==> src/rtl/reg_select_mux_if.sv <==
// reg_select_mux_if: input-side select/request bus and output-side valid/ready bus of reg_select_mux
interface reg_select_mux_if #(
    parameter int WIDTH  = 5,
    parameter int NUM_IN = 4,
    parameter int SEL_W  = 2
);
    logic [NUM_IN*WIDTH-1:0] in_data;
    logic [SEL_W-1:0]        sel;
    logic                    in_valid;
    logic [NUM_IN-1:0]       in_req;
    logic                    in_ready;
    logic [NUM_IN-1:0]       in_ack;
    logic [WIDTH-1:0]        out_data;
    logic [SEL_W-1:0]        out_src;
    logic                    out_valid;
    logic                    out_ready;
    logic                    sel_err;
    modport master (
        output in_data, sel, in_valid, in_req, out_ready,
        input  in_ready, in_ack, out_data, out_src, out_valid, sel_err
    );
    modport slave (
        input  in_data, sel, in_valid, in_req, out_ready,
        output in_ready, in_ack, out_data, out_src, out_valid, sel_err
    );
endinterface

==> src/rtl/reg_select_mux.sv <==
// reg_select_mux: N-input select mux with a one-entry registered output stage, index or round-robin select
module reg_select_mux #(
    parameter int WIDTH   = 5,
    parameter int NUM_IN  = 4,
    parameter int SEL_W   = 2,
    parameter int RR_MODE = 0
) (
    input logic             clk,
    input logic             rst,
    reg_select_mux_if.slave bus
);
    logic [WIDTH-1:0]  out_data_q, out_data_d, mux_data;
    logic [SEL_W-1:0]  out_src_q, out_src_d, rr_ptr_q, rr_ptr_d, grant, hi_g, lo_g;
    logic              out_valid_q, out_valid_d, sel_err_q, sel_err_d;
    logic              hi_hit, sel_ok, accept;
    logic [NUM_IN-1:0] ack;

    // hi_g: lowest requester at or above rr_ptr; lo_g: lowest requester overall (wrap case)
    always_comb begin
        hi_hit = 1'b0;
        hi_g   = '0;
        lo_g   = '0;
        for (int i = NUM_IN - 1; i >= 0; i--) begin
            if (bus.in_req[i] && SEL_W'(i) >= rr_ptr_q) begin
                hi_hit = 1'b1;
                hi_g   = SEL_W'(i);
            end
            if (bus.in_req[i])
                lo_g = SEL_W'(i);
        end
    end

    assign grant        = (RR_MODE != 0) ? (hi_hit ? hi_g : lo_g) : bus.sel;
    assign sel_ok       = (RR_MODE != 0) || (int'(bus.sel) < NUM_IN);
    assign bus.in_ready = !out_valid_q || bus.out_ready;
    assign accept       = bus.in_ready && ((RR_MODE != 0) ? |bus.in_req : bus.in_valid);

    // an out-of-range index matches no input, giving zero data and no ack
    always_comb begin
        mux_data = '0;
        ack      = '0;
        for (int i = 0; i < NUM_IN; i++) begin
            if (grant == SEL_W'(i)) begin
                mux_data = bus.in_data[i*WIDTH +: WIDTH];
                ack[i]   = accept;
            end
        end
    end

    assign bus.in_ack = ack;

    always_comb begin
        out_valid_d = accept || (out_valid_q && !bus.out_ready);
        out_data_d  = accept ? mux_data : out_data_q;
        out_src_d   = accept ? grant : out_src_q;
        sel_err_d   = accept && !sel_ok;
        rr_ptr_d    = (RR_MODE != 0 && accept) ? ((grant == SEL_W'(NUM_IN - 1)) ? '0 : grant + 1'b1) : rr_ptr_q;
    end

    always_ff @(posedge clk) begin
        if (rst) begin
            out_valid_q <= 1'b0;
            out_data_q  <= '0;
            out_src_q   <= '0;
            sel_err_q   <= 1'b0;
            rr_ptr_q    <= '0;
        end else begin
            out_valid_q <= out_valid_d;
            out_data_q  <= out_data_d;
            out_src_q   <= out_src_d;
            sel_err_q   <= sel_err_d;
            rr_ptr_q    <= rr_ptr_d;
        end
    end

    assign bus.out_valid = out_valid_q;
    assign bus.out_data  = out_data_q;
    assign bus.out_src   = out_src_q;
    assign bus.sel_err   = sel_err_q;
endmodule

==> src/flat_wrapper.sv <==
// flat-port wrapper written by rule: the top's interface ports become plain ports
module reg_select_mux_flat 
#(
    parameter int WIDTH   = 5,
    parameter int NUM_IN  = 4,
    parameter int SEL_W   = 2,
    parameter int RR_MODE = 0
)
  (clk, rst, bus_in_data, bus_sel, bus_in_valid, bus_in_req, bus_out_ready, bus_in_ready, bus_in_ack, bus_out_data, bus_out_src, bus_out_valid, bus_sel_err);
  reg_select_mux_if #(.WIDTH(WIDTH), .NUM_IN(NUM_IN), .SEL_W(SEL_W)) bus_i ();
  input logic clk;
  input logic rst;
  input wire logic [$bits(bus_i.in_data)-1:0] bus_in_data;
  input wire logic [$bits(bus_i.sel)-1:0] bus_sel;
  input wire logic [$bits(bus_i.in_valid)-1:0] bus_in_valid;
  input wire logic [$bits(bus_i.in_req)-1:0] bus_in_req;
  input wire logic [$bits(bus_i.out_ready)-1:0] bus_out_ready;
  output wire logic [$bits(bus_i.in_ready)-1:0] bus_in_ready;
  output wire logic [$bits(bus_i.in_ack)-1:0] bus_in_ack;
  output wire logic [$bits(bus_i.out_data)-1:0] bus_out_data;
  output wire logic [$bits(bus_i.out_src)-1:0] bus_out_src;
  output wire logic [$bits(bus_i.out_valid)-1:0] bus_out_valid;
  output wire logic [$bits(bus_i.sel_err)-1:0] bus_sel_err;
  assign bus_i.in_data = bus_in_data;
  assign bus_i.sel = bus_sel;
  assign bus_i.in_valid = bus_in_valid;
  assign bus_i.in_req = bus_in_req;
  assign bus_i.out_ready = bus_out_ready;
  assign bus_in_ready = bus_i.in_ready;
  assign bus_in_ack = bus_i.in_ack;
  assign bus_out_data = bus_i.out_data;
  assign bus_out_src = bus_i.out_src;
  assign bus_out_valid = bus_i.out_valid;
  assign bus_sel_err = bus_i.sel_err;
  reg_select_mux #(.WIDTH(WIDTH), .NUM_IN(NUM_IN), .SEL_W(SEL_W), .RR_MODE(RR_MODE)) u_core (.clk(clk), .rst(rst), .bus(bus_i));
endmodule
==> config.mk <==
export PLATFORM = sky130hd
export DESIGN_NAME = reg_select_mux_flat
export DESIGN_NICKNAME = d
export VERILOG_FILES = /design/src/rtl/reg_select_mux_if.sv /design/src/rtl/reg_select_mux.sv /design/src/flat_wrapper.sv
export SDC_FILE = /design/constraint.sdc
export NUM_CORES = 1
export LEC_CHECK = 0
export ABC_AREA = 1
export CORE_ASPECT_RATIO = 1.2
export CORE_MARGIN = 10
export CORE_UTILIZATION = 29
export CTS_CLUSTER_DIAMETER = 80
export DETAILED_ROUTE_END_ITERATION = 6
export PLACE_DENSITY = 0.78
export REMOVE_ABC_BUFFERS = 1
export SLEW_MARGIN = 20
export SYNTH_ARGS = -nofsm -noshare
export SYNTH_HDL_FRONTEND = slang
export SYNTH_SLANG_ARGS = --single-unit
==> constraint.sdc <==
create_clock -name clk -period 2.55 [get_ports clk]
set_input_delay 0.255 -clock clk [delete_from_list [all_inputs] [get_ports clk]]
set_output_delay 0.255 -clock clk [all_outputs]
set_load 0.05 [all_outputs]
[Word level (Yosys, flattened, before mapping)]
Index checks and enable logic that the tools add are counted.
Cells by class
  reductions and logical operators: 7
  equal/unequal tests: 3
  muxes and demuxes: 8
Operators with widths (number)
  5-bit two-way mux: 4
  2-bit equality test, second input constant: 2
  1-bit two-way mux: 4
  2-bit by 1-bit equality test with 1-bit output, second input constant: 1
  1-bit logical AND: 2
  1-bit zero test: 2
  2-bit zero test: 1
  1-bit logical OR: 2
Word-level totals
  flip-flop bits (word level): 8
  input port bits: 30
  output and inout port bits: 14
  word-level logic and storage cells: 21

[Longest topological paths before layout]
Gate-level depths: netlist of run 1.
  depth after elaboration: 5
  gate-level depth with buffers: 7

[Worst setup path before layout of run 1]
No wires, ideal clock.
  path type: reg2out
  from: register u_core.out_valid_q (netlist: u_core.bus.out_valid)
  to: output port bus_in_ack[0]
  path slack: 163 ps
  arrival: 2132 ps
  data required time: 2295 ps
  stages on the path, launching flop included: 5
  cells stage by stage: dfxtp_1 nand2_2 nand2_2 buf_6 nor3_1
Between the ends
  word-level cells in the longest chain between the ends: 4
Ends and longest elaborated chain
  start: declaration: RTL line reg_select_mux.sv:14  | logic out_valid_q, out_valid_d, sel_err_q, sel_err_d;
  start signal: assignment: RTL line reg_select_mux.sv:68  | out_valid_q <= out_valid_d;
  1-bit zero test: RTL line reg_select_mux.sv:35  | assign bus.in_ready = !out_valid_q || bus.out_ready;
  1-bit logical OR: RTL line reg_select_mux.sv:35
  named net bus_in_ready: RTL line flat_wrapper.sv:18  | output wire logic [$bits(bus_i.in_ready)-1:0] bus_in_ready;
  1-bit logical AND: RTL line reg_select_mux.sv:36  | assign accept = bus.in_ready && ((RR_MODE != 0) ? |bus.in_req : bus.in_valid);
  1-bit two-way mux: RTL line reg_select_mux.sv:43  | if (grant == SEL_W'(i)) begin
  end: declaration: RTL line flat_wrapper.sv:19  | output wire logic [$bits(bus_i.in_ack)-1:0] bus_in_ack;
The timed path passes the listed nets, and every way through them passes these cells.

[Worst setup path after layout of run 1]
  from: input port bus_out_ready
  to: output port bus_in_ready
Between the ends
  word-level cells in the longest chain between the ends: 1
Ends and longest elaborated chain
  start: declaration: RTL line flat_wrapper.sv:17  | input wire logic [$bits(bus_i.out_ready)-1:0] bus_out_ready;
  1-bit logical OR: RTL line reg_select_mux.sv:35
  end: declaration: RTL line flat_wrapper.sv:18
No other way between the ends.

==> results of run 1 <==
area by class of cell:
type	instances	area, um^2	area share, %
sequential	8	160	18.2
multi-input combinational	60	265	30.2
inverter	5	18.8	2.13
timing repair buffer	39	390	44.4
tap	18	22.5	2.56
clock buffer	3	22.5	2.56
cell families (layout without fill, tap and decap cells):
| logic type | Yosys count | count (layout) | synth area share [%] |
|---|---|---|---|
| buffers and inverters | 10 | 47 | 11.9 |
| AND/OR/NAND/NOR | 47 | 47 | 41.2 |
| flip-flops | 8 | 8 | 33.2 |
| AO/OA/AOI/OAI | 12 | 12 | 13.0 |
| other | 1 | 1 | 0.776 |
routing by layer:
layer,vias up,part of all wire [%],global-route usage (%)
li1,329,-,-
met1,244,45,10.6
met2,43,39,11.7
met3,2,14,4.29
met4,0,1.8,7.06
met5,-,0,0
tightest hold or removal path: stages (launching register included):
cell and delay, ps:
dfxtp_1 300, nand2_1 60, a21oi_1 50
stage by stage:
stage | std cells | hold WS (ps) | setup slack (ps) | area [um^2]
3_3_place_gp | 130 | 452 | 661 | 857
5_1_grt | 133 | 493 | 619 | 880
3_5_place_dp | 130 | 456 | 657 | 857
4_1_cts | 133 | 464 | 661 | 880
2_1_floorplan | 73 | 324 | 207 | 444
6_report | 133 | 462 | 667 | 880
cell usage in the layout (no fill, tap or decap):
cell / instances
o21ai_0: 4
clkdlybuf4s50_1: 34
dfxtp_1: 8
inv_2: 3
nand3_1: 11
nor2_1: 14
a21oi_1: 7
conb_1: 1
nand4_1: 1
nand2_2: 2
buf_12: 1
clkbuf_4: 3
nor3_1: 1
o21bai_1: 1
inv_1: 2
nand2_1: 18
buf_4: 4
worst paths after layout:
check,start,end,slack [ps],cells past startpoint
setup reg to reg,u_core.bus.out_valid,u_core.bus.out_data[4],1530,5
hold / removal,u_core.bus.out_src[0],u_core.bus.out_src[0],460,2
hold reg to reg,u_core.bus.out_src[0],u_core.bus.out_src[0],460,2
setup / recovery,bus_out_ready,bus_in_ready,670,4
sequential cells by signal (all words and copies together), names as in the netlist:
signal / cells
u_core.bus.out_src: 2
u_core.bus.out_valid: 1
u_core.bus.out_data: 5
power by group:
group / switching, mW / total [mW] / internal (mW) / leakage (nW)
sequential: 0.00433 / 0.138 / 0.134 / 0.0660
clock: 0.0413 / 0.0950 / 0.0537 / 0.0138
combinational: 0.0836 / 0.151 / 0.0673 / 0.291
total: 0.129 / 0.384 / 0.255 / 0.370
==> impl_results.md, run 1 <==
* Via count of the routed design at 618
* Max incr delay on CP at 800 ps
* Total number of placement rows at 16
* Count of pins on the block boundary at 44
* Transition at the pin with the smallest max-transition slack at 505 ps
* Prevailing post-synth register cell: dfxtp_1
* Die width at 57.3 um
* CP max FO at 3
* Buffers inserted by post-CTS timing repair at 0
* Clock Latency Late Sink at 250 ps
* Sequential area share after synthesis at about a third
* Top post-synthesis cells by count: nand2_1 (18), nor2_1 (14), nand3_1 (11), dfxtp_1 (8), a21oi_1 (7)
* Die Y at 64.7 um
* Starting utilization of the core area at 30.2%
* Maximum vdd ir drop at around 0.20 mV
* Ratio of total power to cell area at 437 mW/mm^2
* Aggregate routed wire length at 1.61 mm
* Crit path DAT at 1630 ps
* Layout overhead on the synthesized area at 82.1%
* Type of the setup path with the least slack: primary input to primary output
* Portion of synthesized cell area occupied by the leading cell type at roughly 33%
* Library cell with the largest summed area after synthesis: dfxtp_1
* Pin count of the biggest net entering global routing at 15
* Cell class contributing the biggest share of worst-path delay: buffers and inverters
* Wire length of the first global-routing pass at about 2.7 mm
* Fraction of layout instances using a drive strength above 1 at 11.3%
* TritonCTS sink count at 8
* Status: finished, final reports clean
* CTS tree: built
* Worst-case headroom to the max-slew limit at 66.2%
* Antenna violations before repair at 0
* Buffer type at the clock tree root: clkbuf_4
* Highest attainable clock frequency at 531 MHz
* Number of storage elements in the synthesis netlist at 8
* CP Launch Type: primary input
* Antenna Diode Count at 0
* FILL cells at 172
* Crit path capture type: primary output
* Number of buffers on the longest clock path at 2
* Global placement routability congestion at 0.736
* Number of max-cap violations at 0
* Nets@finish at 147
* Number of buffers added by the clock tree synthesis step at 3
* Max-slew violation total from the final report at 0
* Final clock period utilization by the worst path at 73.9%
* Clock skew after layout at a little over 3 ps
* LEAKAGE at ~0.37 nW
* Synth async-reset ratio at 0%
* Core region area at ~0.0016 mm^2
* Post-DP HPWL at between 1 and 1.5 mm
* Number of buffers inserted for hold repair after clock tree synthesis at 0
* Worst path bufs/invs at 3
* Clock input transition at the sequential cells of the worst setup and hold paths at 50 ps
* Post-route antenna net violation count at 0
* CP required at 2300 ps
* Number of warning messages in the yosys log at 0
* Most used cell along the critical path: clkdlybuf4s50_1
* Tightest Hold Check Type: register to register
* Cell-by-cell listing of the critical path: clkdlybuf4s50_1 > inv_2 > nand2_2 > clkdlybuf4s50_1
* Count of flip-flops with a built-in enable after synthesis at 0
* Netlist area before placement at roughly 480 um^2
* Vias in the first global route at 612
* All-layer global routing usage at 8.88%
* CTS HTree Levels at 1
* Total Die Area at 0.00370 mm^2
* Synthesized area per cell at 6.19 um^2
* Average detailed-routed wire length per instance at around 12 um
* Total power at between 0.3 and 0.4 mW
* Cell type of the slowest stage on the worst timing path: clkdlybuf4s50_1
* Cell count after synthesis at 78
* Resized Gates After CTS at 0
* Final global-route overflow total at 0
* Number of library cell types mapped by synthesis at 16
* Period minus WS final at 1880 ps
* Final core utilization at 54.9%
* Top cells by area, synth: dfxtp_1 (33%), nand2_1 (14%), nand3_1 (11%)
* Setup TNS at 0 ps
* DRC at 0
* Port Buffers at 38
* Number of DRC markers after the initial detailed-route iteration at 17
* Detailed Routing Iterations Pass 1 at 4
* Most repeated cell in the gate-level netlist after synthesis: nand2_1
* Setup repair after global routing missed its margin: false
* Hold Fails Final Rpt at 0
* Ratio of routed vias to standard cells at 4.65
* Final number of setup-violating endpoints at 0
No activity file was read; power rests on OpenSTA's default activity.
==> inputs of run 2 (changes only) <==
==> constraint.sdc (replaced) <==
create_clock -name clk -period 1.8 [get_ports clk]
set_input_delay 0.18 -clock clk [delete_from_list [all_inputs] [get_ports clk]]
set_output_delay 0.18 -clock clk [all_outputs]
set_load 0.05 [all_outputs]
==> run 2 against run 1 <==
  * Sequential share of layout area is 1.2 points lower
  * Via count grew 2.3%
  * Hold slack improved by 5.7 ps
  * Wire length decreased by 1.1%
  * Combinational power rose by 51%
  * Clock power increased by 43%
  * First-iteration DRC count fell by 18%
  * Worst setup slack got worse by 470 ps
  * Cell count is 1.5% higher
  * Flip-flop and latch count is the same
  * Non-clock buffer count up 2
  * Critical endpoint is now bus_in_ack[0]
  * Largest power group unchanged
  * Highest routed layer unchanged
==> impl_results.md, run 2 (synthesis results as in run 1) <==
* Status: finished, final reports clean
* Final number of setup-violating endpoints at 0
* FILL cells at 156
* CP Launch Type: primary input
* Buffer type at the clock tree root: clkbuf_4
* Average detailed-routed wire length per instance at around 12 um
* Highest attainable clock frequency at 623 MHz
* Worst setup slack after placement at between 200 and 250 ps
* Worst-case headroom to the max-slew limit at 65.9%
* Buffers inserted by post-CTS timing repair at 0
* Period minus WS final at 1610 ps
* Post-route antenna net violation count at 0
* Count of pins on the block boundary at 44
* Global placement routability congestion at 0.709
* Via count of the routed design at 632
* Die Y at 64.7 um
* Transition at the pin with the smallest max-transition slack at 510 ps
* CP required at around 1600 ps
* Pin count of the biggest net entering global routing at 13
* Clock Latency Late Sink at 250 ps
* Nets@finish at 149
* Antenna violations before repair at 0
* Commonest non-fill, non-tap cells in the layout: clkdlybuf4s50_1 (33), nand2_1 (18), nor2_1 (14), nand3_1 (11), dfxtp_1 (8)
* Clock skew after layout at 3.64 ps
* Wire length of the first global-routing pass at 2.50 mm
* Layout overhead on the synthesized area at 95.1%
* TritonCTS sink count at 8
* Total power at 0.559 mW
* Post-DP HPWL at 1.38 mm
* CTS tree: built
* Final worst-path setup slack at 194 ps
* Die width at approximately 57 um
* Crit path DAT at 1430 ps
* Final global-route overflow total at 0
* Hold Fails Final Rpt at 0
* Number of max-cap violations at 0
* Most frequent standard cell in the layout excluding fill and tap cells: clkdlybuf4s50_1
* CTS HTree Levels at 1
* Aggregate routed wire length at 1.59 mm
* Tightest Hold Check Type: register to register
* Port Buffers at 38
* Worst hold slack at 468 ps
* Vias in the first global route at 609
* Total Die Area at ~0.0037 mm^2
* Number of buffers inserted for hold repair after clock tree synthesis at 0
* Setup repair after global routing missed its margin: false
* Type of the setup path with the least slack: primary input to primary output
* LEAKAGE at 0.395 nW
* Ratio of routed vias to standard cells at approximately 4.7
* Detailed Routing Iterations Pass 1 at 4
* Number of flip-flops in the largest register at 5
* Clock input transition at the sequential cells of the worst setup and hold paths at ~60 ps
* Number of DRC markers after the initial detailed-route iteration at 14
* DRC at 0
* CP max FO at 12
* All-layer global routing usage at roughly 8.2%
* Max-slew violation total from the final report at 0
* Core region area at 0.00160 mm^2
* Resized Gates After CTS at 0
* Maximum vdd ir drop at 0.293 mV
* Number of buffers added by the clock tree synthesis step at 3
* Total number of placement rows at 16
* Ratio of total power to cell area at 593 mW/mm^2
* Starting utilization of the core area at 30.2%
* Fraction of layout instances using a drive strength above 1 at 13.7%
* Antenna Diode Count at 0
* Crit path capture type: primary output
* Final clock period utilization by the worst path at 89.2%
* Number of buffers on the longest clock path at 2
run 2: per-layer routing:
layer / track usage [%] / vias up / routed length [um]
met3: 4.09 / 2 / 202
li1: - / 326 / -
met1: 8.69 / 266 / 725
met5: 0 / - / 0
met2: 12.5 / 38 / 632
met4: 5.29 / 0 / 29
run 2: final cells by class:
cell class	count	area (um^2)	area share, %
Timing Repair Buffer	41	453	48.1
Multi-Input combinational cell	60	265	28.2
Sequential cell	8	160	17.0
Clock buffer	3	22.5	2.39
Tap cell	18	22.5	2.39
Inverter	5	18.8	1.99
run 2: per-stage QoR:
step | instances | setup TNS [ps] | area, um^2 | utilization (%)
3_5_place_dp | 132 | 0 | 920 | 57.4
6_report | 135 | 0 | 942 | 58.8
4_1_cts | 135 | 0 | 942 | 58.8
2_1_floorplan | 73 | -969 | 444 | -
3_3_place_gp | 132 | 0 | 920 | 57.4
5_1_grt | 135 | 0 | 942 | 58.8
run 2: worst paths after layout:
kind | start | end | slack (ps) | depth (start not counted)
setup reg to reg | u_core.bus.out_valid | u_core.bus.out_data[2] | 760 | 6
hold reg to reg | u_core.bus.out_src[1] | u_core.bus.out_src[1] | 470 | 2
setup / recovery | bus_sel[1] | bus_in_ack[0] | 190 | 3
hold / removal | u_core.bus.out_src[1] | u_core.bus.out_src[1] | 470 | 2
run 2: critical path, cell delays in order:
cell and delay [ps]:
clkdlybuf4s50_1 610, nor3_1 440, buf_12 190
run 2: power by group:
part / internal (mW) / total [mW] / switching (mW)
registers: 0.189 / 0.195 / 0.00599
clock network: 0.0762 / 0.136 / 0.0594
logic: 0.107 / 0.228 / 0.121
total: 0.373 / 0.559 / 0.186
==> inputs of run 3 (changes only) <==
--- a/config.mk
+++ b/config.mk
@@ -6,7 +6,6 @@
 export NUM_CORES = 1
 export LEC_CHECK = 0
 export ABC_AREA = 1
-export CORE_ASPECT_RATIO = 1.2
 export CORE_MARGIN = 10
 export CORE_UTILIZATION = 29
 export CTS_CLUSTER_DIAMETER = 80
==> run 3 against run 2 <==
  * Via count grew 2.5%
  * Fmax grew 0.72%
  * Critical path depth grew 5
  * Sequential power is essentially flat
  * Highest routed layer unchanged
  * Flip-flop and latch count is the same
  * Largest power group unchanged
==> impl_results.md, run 3 (synthesis results as in run 1) <==
* Worst Reg2Reg Path Length in Cells at 6
* Internal Pwr Total at 0.373 mW
* Aggregate routed wire length at 1.83 mm
* Transition at the pin with the smallest max-transition slack at roughly 520 ps
* Setup TNS at 0 ps
* Resized Gates After CTS at 0
* Crit path capture type: primary output
* Start of the worst register-to-register path: u_core.bus.out_valid
* Post-layout instance count excluding filler cells at 133
* Buffers inserted by post-CTS timing repair at 0
* CTS HTree Levels at 1
* Antenna violations before repair at 0
* Pin count of the biggest net entering global routing at 13
* Total Die Area at 0.00370 mm^2
* FILL cells at 150
* Hold Fails Final Rpt at 0
* Number of buffers added by the clock tree synthesis step at 3
* Number of cells traversed by the worst hold path at 2
* Number of buffers on the longest clock path at 2
* Maximum vdd ir drop at 0.460 mV
* Tightest Hold Check Type: register to register
* Clock Latency Late Sink at around 260 ps
* Post-route antenna net violation count at 0
* TritonCTS sink count at 8
* Max-slew violation total from the final report at 0
* Crit path DAT at ~1400 ps
* All-layer global routing usage at between 10% and 20%
* DRC at 0
* Period minus WS final at between 1500 and 2000 ps
* Logic pwr share at 41.0%
* Number of buffers inserted for hold repair after clock tree synthesis at 0
* Final clock period utilization by the worst path at 88.6%
* Clock Power Share at 24.4%
* Register area at around 160 um^2
* Type of the setup path with the least slack: primary input to primary output
* Count of pins on the block boundary at 44
* Detailed Routing Iterations Pass 1 at 4
* Port Buffers at 38
* Setup slack, reg-to-reg at 770 ps
* Worst hold path startpoint: u_core.bus.out_data[3]
* Final number of setup-violating endpoints at 0
* Total power at 0.565 mW
* Global placement routability congestion at just under 0.7
* Worst-case headroom to the max-slew limit at 65.2%
* Setup repair after global routing missed its margin: false
* Die Y at approximately 60 um
* Number of max-cap violations at 0
* Average detailed-routed wire length per instance at 13.7 um
* Highest attainable clock frequency at 627 MHz
* Ratio of routed vias to standard cells at ~4.9
* Number of flip-flops in the largest register at 5
* Number of DRC markers after the initial detailed-route iteration at 6
* P_sw at 0.192 mW
* CP max FO at 4
* Post-DP HPWL at 1.54 mm
* CP required at 1620 ps
* Antenna Diode Count at 0
* Ratio of total power to cell area at 602 mW/mm^2
* Via count of the routed design at 648
* Die width at 60.8 um
* Worst hold slack at 462 ps
* Core region area at 0.00154 mm^2
* LEAKAGE at 0.395 nW
* Multi-input gate area in the final layout at around 270 um^2
* Sw Ratio at 34.0%
* Layout overhead on the synthesized area at 94.6%
* Fraction of layout instances using a drive strength above 1 at 13.7%
* Vias in the first global route at between 600 and 700
* CTS tree: built
* Clock skew after layout at between 5 and 6 ps
* Dpl cells at 130
* Total number of placement rows at 14
* CP Launch Type: primary input
* Starting utilization of the core area at 31.3%
* Worst Hold Path EP: u_core.bus.out_data[3]
* Sequential cell fraction of total power at 34.6%
* Commonest non-fill, non-tap cells in the layout: clkdlybuf4s50_1 (33), nand2_1 (18), nor2_1 (14), nand3_1 (11), dfxtp_1 (8)
* Wire length of the first global-routing pass at roughly 2.8 mm
* Buffer type at the clock tree root: clkbuf_4
* Worst setup slack after placement at 220 ps
* Endpoint of the worst-slack reg-to-reg timing path: u_core.bus.out_data[2]
* Clock input transition at the sequential cells of the worst setup and hold paths at 50 ps
* Most frequent standard cell in the layout excluding fill and tap cells: clkdlybuf4s50_1
* Status: finished, final reports clean
* Final worst-path setup slack at 206 ps
* Final global-route overflow total at 0
* Nets@finish at 149
-- run 3: cell counts in the layout (fill, tap and decap cells not counted) --
Identical to the previous run, type by type.
-- run 3: critical path, stage by stage --
cell	delay [ps]
clkdlybuf4s50_1	470
inv_2	40
nand2_2	100
nand2_2	90
inv_1	90
nand2_1	80
nor2_1	200
buf_12	170
-- run 3: through the flow --
| stage | util [%] | cell area (um^2) |
|---|---|---|
| floorplan | - | 444 |
| global placement | 59.5 | 917 |
| detailed placement | 59.5 | 917 |
| CTS | 61.0 | 940 |
| global route | 61.0 | 940 |
| finish | 61.0 | 940 |
-- run 3: power groups by stage --
stage / sequential, mW / combinational, mW / clock [mW]
detailed placement: 0.199 / 0.233 / 0
global placement: 0.199 / 0.229 / 0
finish: 0.196 / 0.232 / 0.138
CTS: 0.196 / 0.234 / 0.142
floorplan: 0.241 / 0.0650 / 0
global route: 0.197 / 0.248 / 0.157
-- run 3: cell type report --
class / count / share of cell area (%)
Tap cell: 16 / 2.13
Inverter: 5 / 2.00
Multi-Input combinational cell: 60 / 28.2
Sequential cell: 8 / 17.0
Clock buffer: 3 / 2.40
Timing Repair Buffer: 41 / 48.2
-- run 3: how the worst max path moves through the flow --
| stage | slack, ps | endpoint | startpoint | depth (start not counted) |
|---|---|---|---|---|
| after floorplan | -470 | bus_in_ack[0] | u_core.bus.out_valid | 3 |
| after global placement | 230 | bus_in_ack[3] | bus_out_ready | 7 |
| after detailed placement | 220 | bus_in_ack[3] | bus_out_ready | 7 |
| after CTS | 200 | bus_out_data[1] | u_core.bus.out_data[1] | 1 |
| after global routing | 130 | bus_in_ack[1] | bus_out_ready | 8 |
| final | 210 | bus_in_ack[2] | bus_out_ready | 8 |
-- run 3: metal layers --
layer | track usage (%) | part of all wire (%) | vias up
met2 | 18.5 | 56 | 21
li1 | - | - | 331
met3 | 5.43 | 8.6 | 6
met1 | 8.88 | 32 | 290
met4 | 5.64 | 3.0 | 0
met5 | 0 | 0 | -
